===== src/rtl/cv32e40p_localparam_pkg.sv =====
// Core-wide sizing constants shared by the hardware-loop logic.
package cv32e40p_localparam_pkg;

   localparam int unsigned N_HWLP      = 2;
   localparam int unsigned N_HWLP_BITS = $clog2(N_HWLP);

endpackage


===== src/rtl/cv32e40p_pkg.sv =====
// Hardware-loop write-enable bit positions, readback selects and address helper.
package cv32e40p_pkg;

   localparam int unsigned HWLP_WE_START = 0;
   localparam int unsigned HWLP_WE_END   = 1;
   localparam int unsigned HWLP_WE_COUNT = 2;

   typedef enum logic [1:0] {
      HWLP_RSEL_START = 2'd0,
      HWLP_RSEL_END   = 2'd1,
      HWLP_RSEL_COUNT = 2'd2,
      HWLP_RSEL_RSVD  = 2'd3
   } hwlp_rsel_e;

   function automatic logic [31:0] hwlp_align(input logic [31:0] addr);
      return {addr[31:2], 2'b00};
   endfunction

endpackage


===== src/rtl/cv32e40p_hwlp_unit_if.sv =====
// Bundle of the decoder/CSR write path, ID retire info and IF redirect signals.
interface cv32e40p_hwlp_unit_if;
   import cv32e40p_localparam_pkg::*;

   logic [2:0]             hwlp_we_i;
   logic [N_HWLP_BITS-1:0] hwlp_regid_i;
   logic [31:0]            hwlp_wdata_i;
   logic [1:0]             hwlp_raddr_i;
   logic [N_HWLP_BITS-1:0] hwlp_rregid_i;
   logic [31:0]            hwlp_rdata_o;
   logic [31:0]            id_pc_i;
   logic                   id_valid_i;
   logic                   hwlp_jump_o;
   logic [31:0]            hwlp_target_o;
   logic [N_HWLP-1:0]      hwlp_busy_o;

   modport slave (
      input  hwlp_we_i, hwlp_regid_i, hwlp_wdata_i, hwlp_raddr_i, hwlp_rregid_i,
             id_pc_i, id_valid_i,
      output hwlp_rdata_o, hwlp_jump_o, hwlp_target_o, hwlp_busy_o
   );

   modport master (
      output hwlp_we_i, hwlp_regid_i, hwlp_wdata_i, hwlp_raddr_i, hwlp_rregid_i,
             id_pc_i, id_valid_i,
      input  hwlp_rdata_o, hwlp_jump_o, hwlp_target_o, hwlp_busy_o
   );

endinterface


===== src/rtl/cv32e40p_hwlp_regs.sv =====
// Loop start/end/count register array with write-versus-decrement arbitration.
module cv32e40p_hwlp_regs
   import cv32e40p_localparam_pkg::*;
   import cv32e40p_pkg::*;
(
   input  logic                         clk,
   input  logic                         rst,
   input  logic [2:0]                   we,
   input  logic [N_HWLP_BITS-1:0]       regid,
   input  logic [31:0]                  wdata,
   input  logic [N_HWLP-1:0]            dec,
   output logic [N_HWLP-1:0][31:0]      loop_start,
   output logic [N_HWLP-1:0][31:0]      loop_end,
   output logic [N_HWLP-1:0][31:0]      loop_count
);

   logic [N_HWLP-1:0] hit;

   // An out-of-range regid matches no entry, so the write is dropped.
   always_comb begin
      hit = '0;
      for (int unsigned i = 0; i < N_HWLP; i++) begin
         hit[i] = (regid == N_HWLP_BITS'(i));
      end
   end

   always_ff @(posedge clk) begin
      if (rst) begin
         loop_start <= '0;
         loop_end   <= '0;
         loop_count <= '0;
      end else begin
         for (int unsigned i = 0; i < N_HWLP; i++) begin
            if (we[HWLP_WE_START] && hit[i]) loop_start[i] <= hwlp_align(wdata);
            if (we[HWLP_WE_END] && hit[i])   loop_end[i]   <= hwlp_align(wdata);
            // A count write overrides a same-cycle decrement.
            if (we[HWLP_WE_COUNT] && hit[i]) begin
               loop_count[i] <= wdata;
            end else if (dec[i] && (loop_count[i] != '0)) begin
               loop_count[i] <= loop_count[i] - 32'd1;
            end
         end
      end
   end

endmodule


===== src/rtl/cv32e40p_hwlp_unit.sv =====
// Hardware-loop unit: loop-end match, innermost-first priority, redirect and readback.
module cv32e40p_hwlp_unit
   import cv32e40p_localparam_pkg::*;
   import cv32e40p_pkg::*;
(
   input  logic                 clk,
   input  logic                 rst,
   cv32e40p_hwlp_unit_if.slave  bus
);

   logic [N_HWLP-1:0][31:0] loop_start;
   logic [N_HWLP-1:0][31:0] loop_end;
   logic [N_HWLP-1:0][31:0] loop_count;
   logic [N_HWLP-1:0]       match;
   logic [N_HWLP-1:0]       dec;
   logic                    found;
   logic [31:0]             win_start;
   logic [31:0]             win_count;
   logic                    jump;
   logic [N_HWLP-1:0]       busy;
   logic [31:0]             rdata;

   cv32e40p_hwlp_regs regs (
      .clk        (clk),
      .rst        (rst),
      .we         (bus.hwlp_we_i),
      .regid      (bus.hwlp_regid_i),
      .wdata      (bus.hwlp_wdata_i),
      .dec        (dec),
      .loop_start (loop_start),
      .loop_end   (loop_end),
      .loop_count (loop_count)
   );

   // Lowest index is the innermost loop and takes the match exclusively.
   always_comb begin
      match     = '0;
      dec       = '0;
      found     = 1'b0;
      win_start = '0;
      win_count = '0;
      for (int unsigned i = 0; i < N_HWLP; i++) begin
         match[i] = bus.id_valid_i && !rst && (loop_count[i] != '0) &&
                    (bus.id_pc_i == loop_end[i]);
      end
      for (int unsigned i = 0; i < N_HWLP; i++) begin
         if (match[i] && !found) begin
            found     = 1'b1;
            dec[i]    = 1'b1;
            win_start = loop_start[i];
            win_count = loop_count[i];
         end
      end
   end

   always_comb begin
      jump = found && (win_count > 32'd1);
      busy = '0;
      for (int unsigned i = 0; i < N_HWLP; i++) begin
         busy[i] = !rst && (loop_count[i] != '0);
      end
   end

   always_comb begin
      rdata = '0;
      for (int unsigned i = 0; i < N_HWLP; i++) begin
         if (bus.hwlp_rregid_i == N_HWLP_BITS'(i)) begin
            case (hwlp_rsel_e'(bus.hwlp_raddr_i))
               HWLP_RSEL_START: rdata = loop_start[i];
               HWLP_RSEL_END:   rdata = loop_end[i];
               HWLP_RSEL_COUNT: rdata = loop_count[i];
               default:         rdata = '0;
            endcase
         end
      end
   end

   assign bus.hwlp_jump_o   = jump;
   assign bus.hwlp_target_o = jump ? win_start : '0;
   assign bus.hwlp_busy_o   = busy;
   assign bus.hwlp_rdata_o  = rdata;

endmodule


===== src/flat_wrapper.sv =====
// flat-port wrapper written by rule: the top's interface ports become plain ports
module cv32e40p_hwlp_unit_flat import cv32e40p_localparam_pkg::*; import cv32e40p_pkg::*;
  (clk, rst, bus_hwlp_we_i, bus_hwlp_regid_i, bus_hwlp_wdata_i, bus_hwlp_raddr_i, bus_hwlp_rregid_i, bus_id_pc_i, bus_id_valid_i, bus_hwlp_rdata_o, bus_hwlp_jump_o, bus_hwlp_target_o, bus_hwlp_busy_o);
  cv32e40p_hwlp_unit_if bus_i ();
  input  logic clk;
  input  logic rst;
  input wire logic [$bits(bus_i.hwlp_we_i)-1:0] bus_hwlp_we_i;
  input wire logic [$bits(bus_i.hwlp_regid_i)-1:0] bus_hwlp_regid_i;
  input wire logic [$bits(bus_i.hwlp_wdata_i)-1:0] bus_hwlp_wdata_i;
  input wire logic [$bits(bus_i.hwlp_raddr_i)-1:0] bus_hwlp_raddr_i;
  input wire logic [$bits(bus_i.hwlp_rregid_i)-1:0] bus_hwlp_rregid_i;
  input wire logic [$bits(bus_i.id_pc_i)-1:0] bus_id_pc_i;
  input wire logic [$bits(bus_i.id_valid_i)-1:0] bus_id_valid_i;
  output wire logic [$bits(bus_i.hwlp_rdata_o)-1:0] bus_hwlp_rdata_o;
  output wire logic [$bits(bus_i.hwlp_jump_o)-1:0] bus_hwlp_jump_o;
  output wire logic [$bits(bus_i.hwlp_target_o)-1:0] bus_hwlp_target_o;
  output wire logic [$bits(bus_i.hwlp_busy_o)-1:0] bus_hwlp_busy_o;
  assign bus_i.hwlp_we_i = bus_hwlp_we_i;
  assign bus_i.hwlp_regid_i = bus_hwlp_regid_i;
  assign bus_i.hwlp_wdata_i = bus_hwlp_wdata_i;
  assign bus_i.hwlp_raddr_i = bus_hwlp_raddr_i;
  assign bus_i.hwlp_rregid_i = bus_hwlp_rregid_i;
  assign bus_i.id_pc_i = bus_id_pc_i;
  assign bus_i.id_valid_i = bus_id_valid_i;
  assign bus_hwlp_rdata_o = bus_i.hwlp_rdata_o;
  assign bus_hwlp_jump_o = bus_i.hwlp_jump_o;
  assign bus_hwlp_target_o = bus_i.hwlp_target_o;
  assign bus_hwlp_busy_o = bus_i.hwlp_busy_o;
  cv32e40p_hwlp_unit u_core (.clk(clk), .rst(rst), .bus(bus_i));
endmodule

===== config.mk =====
export PLATFORM = sky130hd
export DESIGN_NAME = cv32e40p_hwlp_unit_flat
export DESIGN_NICKNAME = d
export VERILOG_FILES = /design/src/rtl/cv32e40p_localparam_pkg.sv /design/src/rtl/cv32e40p_pkg.sv /design/src/rtl/cv32e40p_hwlp_unit_if.sv /design/src/rtl/cv32e40p_hwlp_regs.sv /design/src/rtl/cv32e40p_hwlp_unit.sv /design/src/flat_wrapper.sv
export SDC_FILE = /design/constraint.sdc
export NUM_CORES = 1
export LEC_CHECK = 0
export BUFFER_PORTS_ARGS = -buffer_cell sky130_fd_sc_hd__buf_2
export CAP_MARGIN = 5
export CORE_MARGIN = 2
export CORE_UTILIZATION = 30
export DETAILED_ROUTE_END_ITERATION = 12
export GPL_TIMING_DRIVEN = 0
export PLACE_DENSITY = 0.47
export SETUP_SLACK_MARGIN = 0.5
export SYNTH_ARGS = -nofsm -noshare
export SYNTH_HDL_FRONTEND = slang
export SYNTH_SLANG_ARGS = --single-unit

===== constraint.sdc =====
create_clock -name clk -period 6.45 [get_ports clk]
set_clock_uncertainty 0.2 [all_clocks]
set_input_delay 0.3225 -clock clk [delete_from_list [all_inputs] [get_ports clk]]
set_output_delay 0.3225 -clock clk [all_outputs]
set_load 0.03 [all_outputs]

# After elaboration in Yosys (flattened, before gate mapping)

Cells that the tools add are included.

$add $sub $neg: 2
$lt $le $gt $ge: 1
Equality and inequality tests: 4
Multiplexer cells: 15
Bitwise logic cells: 1
Reductions and logical operators: 24

Operator list:

| cell                                                           | count |
|---|---|
| 2-to-1 mux 32 bit                                              | 10 |
| case mux 32 bit (3 select lines)                               | 2 |
| == test 32 bit                                                 | 2 |
| nonzero test 32 bit                                            | 2 |
| subtractor 32 x 1 -> 32 bit, second input constant             | 2 |
| greater-than comparator 32 x 1 -> 1 bit, second input constant | 1 |
| logical AND 1 bit                                              | 17 |
| nonzero test 2 bit                                             | 2 |
| 2-to-1 mux 1 bit                                               | 3 |
| == test 2 x 1 -> 1 bit, second input constant                  | 1 |
| == test 2 bit, second input constant                           | 1 |
| zero test 1 bit                                                | 2 |
| zero test 2 bit                                                | 1 |
| inverter 1 bit                                                 | 1 |

Bits in registers: 184
Bits of input ports: 74
Output and inout port bits: 67
Logic and storage cells: 53

# Logic depth before layout (Yosys ltp)

Gate-level depths: netlist (run 1).

Depth in word-level cells: 11
Depth in mapped cells: 11
Gate-level depth less buffers: 9

# Hierarchy

From an unflattened synthesis (run 1), not the netlist that was laid out.

Cell total of the unflattened synthesis: 1618
Area total of the unflattened synthesis: 11432.2 um^2

Modules (own cells, without submodules):

| module             | times used | cells each | area each (um^2) |
|---|---|---|---|
| cv32e40p_hwlp_regs | 1          | 1026       | 8134.1 |
| cv32e40p_hwlp_unit | 1          | 592        | 3298.2 |

# Least setup slack after synthesis (run 1)

OpenSTA, ideal clock, no wires.

Path kind: register -> output
Start point: register u_core.regs.loop_count[12] (netlist bit)
End point: output bus_hwlp_target_o[10]
Arrival: 2.610 ns
Path slack: 3.318 ns
Cell stages (with the launch flop): 10
Path buffers: 2
Path through: dfxtp_1 -> or4_4 -> nor4_4 -> nand4_1 -> and4_4 -> and3b_1 -> buf_4 -> buf_2 -> a22oi_1 -> nor2_1

Cells in the longest elaborated chain, start to end: 10

Ends and longest elaborated chain:

| what                                    | RTL line                 | text |
|---|---|---|
| from (decl)                             | cv32e40p_hwlp_regs.sv:14 | `output logic [N_HWLP-1:0][31:0] loop_count` |
| from (signal, indexed assignment)       | cv32e40p_hwlp_regs.sv:38 | `loop_count[i] <= wdata;` |
| from (signal, indexed assignment)       | cv32e40p_hwlp_regs.sv:40 | `loop_count[i] <= loop_count[i] - 32'd1;` |
| nonzero test 32 bit                     | cv32e40p_hwlp_unit.sv:43 | `match[i] = bus.id_valid_i && !rst && (loop_count[i] != '0) &&` |
| logical AND 1 bit (2 in a row)          | cv32e40p_hwlp_unit.sv:43 |  |
| 2-to-1 mux 1 bit                        | cv32e40p_hwlp_unit.sv:47 | `if (match[i] && !found) begin` |
| zero test 1 bit                         | cv32e40p_hwlp_unit.sv:47 |  |
| logical AND 1 bit                       | cv32e40p_hwlp_unit.sv:47 |  |
| 2-to-1 mux 32 bit                       | cv32e40p_hwlp_unit.sv:47 |  |
| greater-than comparator 32 x 1 -> 1 bit | cv32e40p_hwlp_unit.sv:57 | `jump = found && (win_count > 32'd1);` |
| logical AND 1 bit                       | cv32e40p_hwlp_unit.sv:57 |  |
| 2-to-1 mux 32 bit (*)                   | cv32e40p_hwlp_unit.sv:79 | `assign bus.hwlp_target_o = jump ? win_start : '0;` |
| to (decl)                               | flat_wrapper.sv:16       | `output wire logic [$bits(bus_i.hwlp_target_o)-1:0] bus_hwlp_target_o;` |

Every way passes the cells marked *; elsewhere a longest branch is shown, timed or not.

# Worst setup path after layout (run 1)

Start point: register u_core.regs.loop_end[43] (netlist bit)
End point: output bus_hwlp_target_o[31]

Cells in the longest elaborated chain, start to end: 7

Ends and longest elaborated chain:

| what                                    | RTL line                 | text |
|---|---|---|
| from (decl)                             | cv32e40p_hwlp_regs.sv:13 | `output logic [N_HWLP-1:0][31:0] loop_end,` |
| from (signal, indexed assignment)       | cv32e40p_hwlp_regs.sv:35 | `if (we[HWLP_WE_END] && hit[i]) loop_end[i] <= hwlp_align(wdata);` |
| == test 32 bit (*)                      | cv32e40p_hwlp_unit.sv:44 | `(bus.id_pc_i == loop_end[i]);` |
| logical AND 1 bit (*)                   | cv32e40p_hwlp_unit.sv:43 |  |
| logical AND 1 bit (*)                   | cv32e40p_hwlp_unit.sv:47 |  |
| 2-to-1 mux 32 bit                       | cv32e40p_hwlp_unit.sv:47 |  |
| greater-than comparator 32 x 1 -> 1 bit | cv32e40p_hwlp_unit.sv:57 |  |
| logical AND 1 bit                       | cv32e40p_hwlp_unit.sv:57 |  |
| 2-to-1 mux 32 bit (*)                   | cv32e40p_hwlp_unit.sv:79 |  |

Marks and branches as above.

==> metrics.yaml, run 1 <==
setup_ws_ps: 1930
grt_usage_pct: 27.2
setup_viol: 0
worstSetupPathType: "reg2out"
layout.cells.non_filler: 2104
drc_errors: 0
dieArea_um2: 36800
place_ws_ps: 2470
critPathLaunchType: "register"
worst_slew_pin_slew_ps: 1230
diodes: 0
swShare_pct: 33.8
p_comb_share_pct: 19.3
vias_per_cell: 5.46
powerDensity_nw_per_um2: 233
wire_per_inst_um: 23.9
finalHoldViolations: 0
worst_ep_required_time_ps: 5930
p_seq_share_pct: 43.9
antenna_found_initial: 0
clock_path_buffers: 2
grt_pass1_vias: 10900
drive_gt1_share_pct: 11.6
clk_pin_slew_ps: 80
clock-sinks: 184
vias: 11500
min_period_over_period_pct: 70.2
maxSlewHeadroom_pct: 17.2
fill_cells: 3745
ios: 141
grt_overflow: 0
status: "finished clean"
crit_start: "u_core.regs.loop_end[43]$_SDFFE_PP0P_"
ys_types: 47
synth_edf_count: 0
setup_tns_ps: 0
synth_area_um2: 10600
root_buffer: "clkbuf_16"
drt_wl_total_mm: 50.3
die_h_um: 192
internal_power_mw: 1.92
r2r_setup_slack_ps: 2490
finalPower_mw: 2.89
nets: 1712
final_common_cell: "nand2_1"
finish.utilization_pct: 35.8
worstHoldPathType: "in2reg"
arrival_ps: 4000
port-buffer-count: 134
grt_pass1_wl_mm: 72.0
htreeDepth: 4
drtIter0Drc: 1107
cts_tree: "built"
r2r-end: "u_core.regs.loop_count[61]$_SDFFE_PP0P_"
synth_flop_cell: "dfxtp_1"
ys_ff_latch: 184
dp_hpwl_mm: 38.6
p_sw_mw: 0.978
max-vdd-ir-drop_uv: 150
clk_latency_ps: 460
p_leak_nw: 4.57
clkPwrFrac_pct: 36.8
r2r_cells: 8
synthCells: 1480
first_pass_iters: 5
async_reset_ff_share_pct: 0
drv_slew: 0
cts_buffers: 17
crit_fanout: 10
layout_common_cells: "258 x nand2_1, 214 x a21oi_1, 199 x nor2_1"
period_minus_slack_ps: 4520
syn2layout_area_growth_pct: 17.3
maxCapViolations: 0
yosysSeqAreaShare_pct: 34.8
end_kind: "primary output"
rsz0062_at_grt: "no"
yosys_warnings: 0
fp.dieW_um: 192
start_util_pct: 30.5
critical_path.endpoint: "bus_hwlp_target_o[31]"
drtAntennaViolNets: 0
rows: 68
syn_area_per_cell_um2: 7.15
max_freq_mhz: 221
dp.cells: 2070
r2r-start: "u_core.regs.loop_end[43]$_SDFFE_PP0P_"
coreArea_um2: 34600
gp_congestion: 1.01
grt_max_degree: 17
repair_timing:
action	in CTS	in global routing
buffers inserted	0	0
resized for setup	0	0
setup endpoints to repair	0	0
hold buffers	2	0
endpoints found under the hold margin	3	0
Yosys cell counts (2+ instances only):
cell / number / area (um^2)
and4bb_2: 3 / 37.5
xor2_1: 46 / 403
buf_4: 3 / 22.5
nor4_4: 2 / 42.5
nand4b_1: 6 / 52.6
nor4_2: 2 / 25.0
dfxtp_1: 184 / 3680
a22oi_1: 30 / 225
ha_1: 2 / 25.0
clkbuf_1: 91 / 342
nor2_1: 199 / 747
and3_1: 2 / 12.5
a21oi_1: 214 / 1070
nand2_1: 258 / 968
o21ai_0: 70 / 350
or2_2: 2 / 12.5
nand4_1: 31 / 194
nand3b_1: 4 / 30.0
buf_1: 10 / 37.5
nand2b_1: 6 / 37.5
inv_1: 36 / 135
mux2i_1: 36 / 360
nor4_1: 24 / 150
nand3_1: 19 / 95.1
nor3_1: 24 / 120
and4_1: 5 / 43.8
o22ai_1: 3 / 18.8
nor2b_1: 4 / 25.0
buf_2: 10 / 50.1
a211oi_1: 49 / 368
or4_1: 6 / 45.0
a311oi_1: 7 / 61.3
and2_1: 5 / 31.3
xnor2_1: 65 / 569
or3_1: 10 / 62.6
metal layers:
layer | global-route usage [%] | wire (um) | vias to the layer above
met1 | 37.0 | 22400 | 5533
met4 | 9.62 | 1570 | 0
met5 | 0 | 0 | -
li1 | - | - | 5399
met3 | 3.89 | 3500 | 73
met2 | 44.0 | 22700 | 481
how the worst min path moves through the flow:
stage | end | cells past startpoint | start
after global routing | u_core.regs.loop_start[58]$_SDFFE_PP0P_ | 3 | bus_hwlp_wdata_i[26]
after CTS | u_core.regs.loop_start[58]$_SDFFE_PP0P_ | 3 | bus_hwlp_wdata_i[26]
after floorplan | u_core.regs.loop_count[51]$_SDFFE_PP0P_ | 2 | bus_hwlp_wdata_i[19]
final | u_core.regs.loop_start[58]$_SDFFE_PP0P_ | 3 | bus_hwlp_wdata_i[26]
after global placement | u_core.regs.loop_start[60]$_SDFFE_PP0P_ | 2 | u_core.regs.loop_start[60]$_SDFFE_PP0P_
after detailed placement | u_core.regs.loop_start[61]$_SDFFE_PP0P_ | 2 | u_core.regs.loop_start[61]$_SDFFE_PP0P_
registers in the layout (all words and copies together) (netlist names):
signal and flops:
u_core.regs.loop_count 64, u_core.regs.loop_end 60, u_core.regs.loop_start 60
cells by family (layout without fill, tap and decap cells):
| group | after synthesis | after routing | share of synthesized area, % |
|---|---|---|---|
| simple gates | 619 | 619 | 26.6 |
| compound gates | 376 | 376 | 20.1 |
| flops | 184 | 184 | 34.8 |
| buf+inv | 151 | 319 | 5.65 |
| xor+xnor | 111 | 111 | 9.19 |
| mux | 36 | 36 | 3.41 |
| fa+ha+maj | 2 | 2 | 0.237 |
| other cells | 1 | 2 | 0.0355 |
layout make-up:
type / count / area (um^2) / share of cell area [%]
buffer: 115 / 463 / 3.73
multi-input combinational: 1146 / 6300 / 50.8
tap: 455 / 569 / 4.59
sequential: 184 / 3680 / 29.7
inverter: 36 / 135 / 1.09
clock buffer: 20 / 447 / 3.60
clock inverter: 12 / 120 / 0.968
timing repair buffer: 136 / 691 / 5.57
critical path: stages (launching register included):
cell     delay, ps
dfxtp_1        440
xor2_1         180
nor4_1         610
nand4_1        330
nor4_4         570
and3b_1        310
buf_4          230
buf_2          270
a22oi_1        150
nor2_1         200
buf_2          240
through the flow:
stage | hold WS, ps | cell area, um^2
after floorplan | 231 | 10600
after global placement | 258 | 11800
after detailed placement | 264 | 11800
after CTS | 6.48 | 12400
after global routing | 22.3 | 12400
final | 19.8 | 12400
power by group through the flow:
stage | logic [mW] | clock network (mW) | registers [mW]
floorplan | 0.335 | 0 | 1.26
global placement | 0.546 | 0 | 1.29
detailed placement | 0.548 | 0 | 1.29
CTS | 0.552 | 1.07 | 1.27
finish | 0.559 | 1.06 | 1.27
global route | 0.600 | 1.11 | 1.28
No activity file was read; power rests on OpenSTA's default activity.
==> inputs of run 2 (changes only) <==
--- a/config.mk
+++ b/config.mk
@@ -5,6 +5,7 @@
 export SDC_FILE = /design/constraint.sdc
 export NUM_CORES = 1
 export LEC_CHECK = 0
+export ABC_AREA = 1
 export BUFFER_PORTS_ARGS = -buffer_cell sky130_fd_sc_hd__buf_2
 export CAP_MARGIN = 5
 export CORE_MARGIN = 2
==> constraint.sdc (replaced) <==
create_clock -name clk -period 4.7 [get_ports clk]
set_clock_uncertainty 0.2 [all_clocks]
set_input_delay 0.235 -clock clk [delete_from_list [all_inputs] [get_ports clk]]
set_output_delay 0.235 -clock clk [all_outputs]
set_load 0.03 [all_outputs]
==> metrics.yaml, run 2 <==
synth-simple-area-share_pct: 35.3
cp_slowest_cell: "buf_2"
fp.dieW_um: 204
worst_ep_required_time_ps: 4260
setup_ws_ps: 1020
synthCells: 2010
fin_area_um2: 14200
port-buffer-count: 137
async_reset_ff_share_pct: 0
layout_common_cells: "553 x nand2_1, 329 x nor2_1, 201 x o21ai_0"
wire_per_inst_um: 22.0
swShare_pct: 38.9
arrival_ps: 3250
critPathLaunchType: "register"
coreArea_um2: 39600
rows: 73
synth_edf_count: 0
clkPwrFrac_pct: 32.4
drv_slew: 0
setup_tns_ps: 0
dp_hpwl_mm: 49.3
min_period_over_period_pct: 78.4
synthMuxAreaShare_pct: 0.167
crit_fanout: 10
synth_top_cell_by_area: "dfxtp_1"
syn2layout_area_growth_pct: 18.6
syn_area_per_cell_um2: 5.98
p_leak_nw: 6.42
synth_common_cells: "553 x nand2_1, 329 x nor2_1, 201 x o21ai_0"
dieArea_um2: 41700
ios: 141
drc_errors: 0
max-vdd-ir-drop_uv: 288
drive_gt1_share_pct: 9.91
status: "finished clean"
p_comb_share_pct: 29.7
ys_types: 37
clk_pin_slew_ps: 80
yosys_warnings: 0
worstPathCellList: "inv_1 -> ha_1 -> nand2_1 -> nor3_1 -> nand3_1 -> nand3_2 -> buf_2 -> nand3_1 -> nand2_1 -> nand2_1 -> inv_2 -> buf_2"
maxCapViolations: 0
rsz0062_at_grt: "no"
path_buf_inv: 4
vias_per_cell: 5.16
drtIter0Drc: 1115
die_h_um: 204
grt_pass1_wl_mm: 87.3
internal_power_mw: 2.90
start_util_pct: 30.3
reg_top3: "u_core.regs.loop_count: 64 flops, u_core.regs.loop_end: 60 flops, u_core.regs.loop_start: 60 flops"
drt_wl_total_mm: 60.3
clk_latency_ps: 470
drtAntennaViolNets: 0
root_buffer: "clkbuf_16"
powerDensity_nw_per_um2: 333
p_sw_mw: 1.85
finalHoldViolations: 0
synth_flop_cell: "dfxtp_1"
cts_buffers: 17
maxSlewHeadroom_pct: 47.3
yosys.area_share.xor_xnor_pct: 6.27
first_pass_iters: 6
synth-compound-area-share_pct: 17.8
clock_path_buffers: 2
cts_resized: 0
worstSetupPathType: "reg2out"
yosysSeqAreaShare_pct: 30.7
path_common_cell: "nand2_1"
cts_tree: "built"
period_minus_slack_ps: 3680
synth_most_common_cell: "nand2_1"
largest_register_ffs: 64
max_freq_mhz: 272
grt_overflow: 0
synth_fa_ha_area_share_pct: 0.208
grt_pass1_vias: 13400
critPathMaxStageDelay_ps: 400
synthTopCellsByArea: "dfxtp_1 31%, nand2_1 17%, nor2_1 10%, o21ai_0 8.4%, a21oi_1 5.7%"
worst_slew_pin_slew_ps: 790
synth_top_cell_area_share_pct: 30.7
grt_max_degree: 18
p_seq_share_pct: 37.9
antenna_found_initial: 2
ys_ff_latch: 184
grt_usage_pct: 28.8
setup_viol: 0
nets: 2272
synth_area_um2: 12000
worstHoldPathType: "in2reg"
clock-sinks: 184
end_kind: "primary output"
crit_family: "simple AND/OR/NAND/NOR gates"
synth_top_family_by_area: "simple AND/OR/NAND/NOR gates"
finalPower_mw: 4.75
regMostFlops: "u_core.regs.loop_count"
vias: 14100
final_common_cell: "nand2_1"
place_ws_ps: 1680
htreeDepth: 4
gp_congestion: 1.01
postPlaceCellArea_um2: 13400
==> run 2: changes by cell type after synthesis, moves of 34 or more <==
cell | before | now
inv_1 | 36 | 160
nand3_1 | 19 | 129
o21ai_0 | 70 | 201
a211oi_1 | 49 | 2
a21oi_1 | 214 | 136
nor2_1 | 199 | 329
nand2_1 | 258 | 553
mux2i_1 | 36 | 2
==> run 2: path summary, 6_finish.rpt <==
check                                          start                                 endpoint  slack (ps)  depth (start not counted)
max           u_core.regs.loop_count[1]$_SDFFE_PP0P_                    bus_hwlp_target_o[30]        1020                         12
min                              bus_hwlp_wdata_i[9]  u_core.regs.loop_start[41]$_SDFFE_PP0P_          20                          3
max reg2reg   u_core.regs.loop_count[1]$_SDFFE_PP0P_  u_core.regs.loop_count[33]$_SDFFE_PP0P_        1350                         11
min reg2reg  u_core.regs.loop_count[31]$_SDFFE_PP0P_  u_core.regs.loop_count[31]$_SDFFE_PP0P_         290                          2
==> run 2: area by class of cell <==
class | count | area (um^2)
flip-flops and latches | 184 | 3680
diodes | 1 | 2.50
repair buffers | 166 | 976
plain buffers | 111 | 503
multi-input cells | 1542 | 7180
inverters | 174 | 654
fillers | 4468 | 25400
clock buffers | 18 | 429
clock inverters | 14 | 164
well taps | 525 | 657
==> run 2: metrics by stage <==
step	cells	utilization (%)	hold slack, ps
6_report	2735	35.9	21.3
3_5_place_dp	2673	33.7	273
2_1_floorplan	2011	-	202
3_3_place_gp	2673	33.7	273
5_1_grt	2734	35.9	31.0
4_1_cts	2734	35.9	0.793
==> run 2: power by group through the flow <==
| stage | sequential [mW] | clock [mW] | combinational (mW) |
|---|---|---|---|
| after global routing | 1.81 | 1.61 | 1.55 |
| after detailed placement | 1.83 | 0 | 1.36 |
| final | 1.80 | 1.54 | 1.41 |
| after global placement | 1.83 | 0 | 1.36 |
| after floorplan | 1.77 | 0 | 0.906 |
| after CTS | 1.79 | 1.56 | 1.39 |
==> run 2: cells by family after synthesis <==
kind of cell               count (synthesis)
DFF                                      184
buffers and inverters                    285
AOI/OAI and AO/OA                        394
other                                      1
and+or+nand+nor                         1056
muxes                                      2
adders and majority gates                  2
xor gates and xnor gates                  86
==> run 2: tightest hold or removal path: stages <==
cell and delay (ps):
buf_2 180, o21ai_0 180, nor2_1 40
==> run 2: repair_timing <==
item                      4_1_cts  5_1_grt
hold buffers                   29        0
setup buffers                   0        0
hold endpoints to repair       73        0
==> run 2: per-layer routing <==
| layer | up-vias | GRT usage, % | wire length, um |
|---|---|---|---|
| met4 | 0 | 11.4 | 2350 |
| met3 | 111 | 4.29 | 4260 |
| met2 | 618 | 48.1 | 27800 |
| met1 | 6543 | 37.4 | 25900 |
| li1 | 6835 | - | - |
| met5 | - | 0 | 0 |
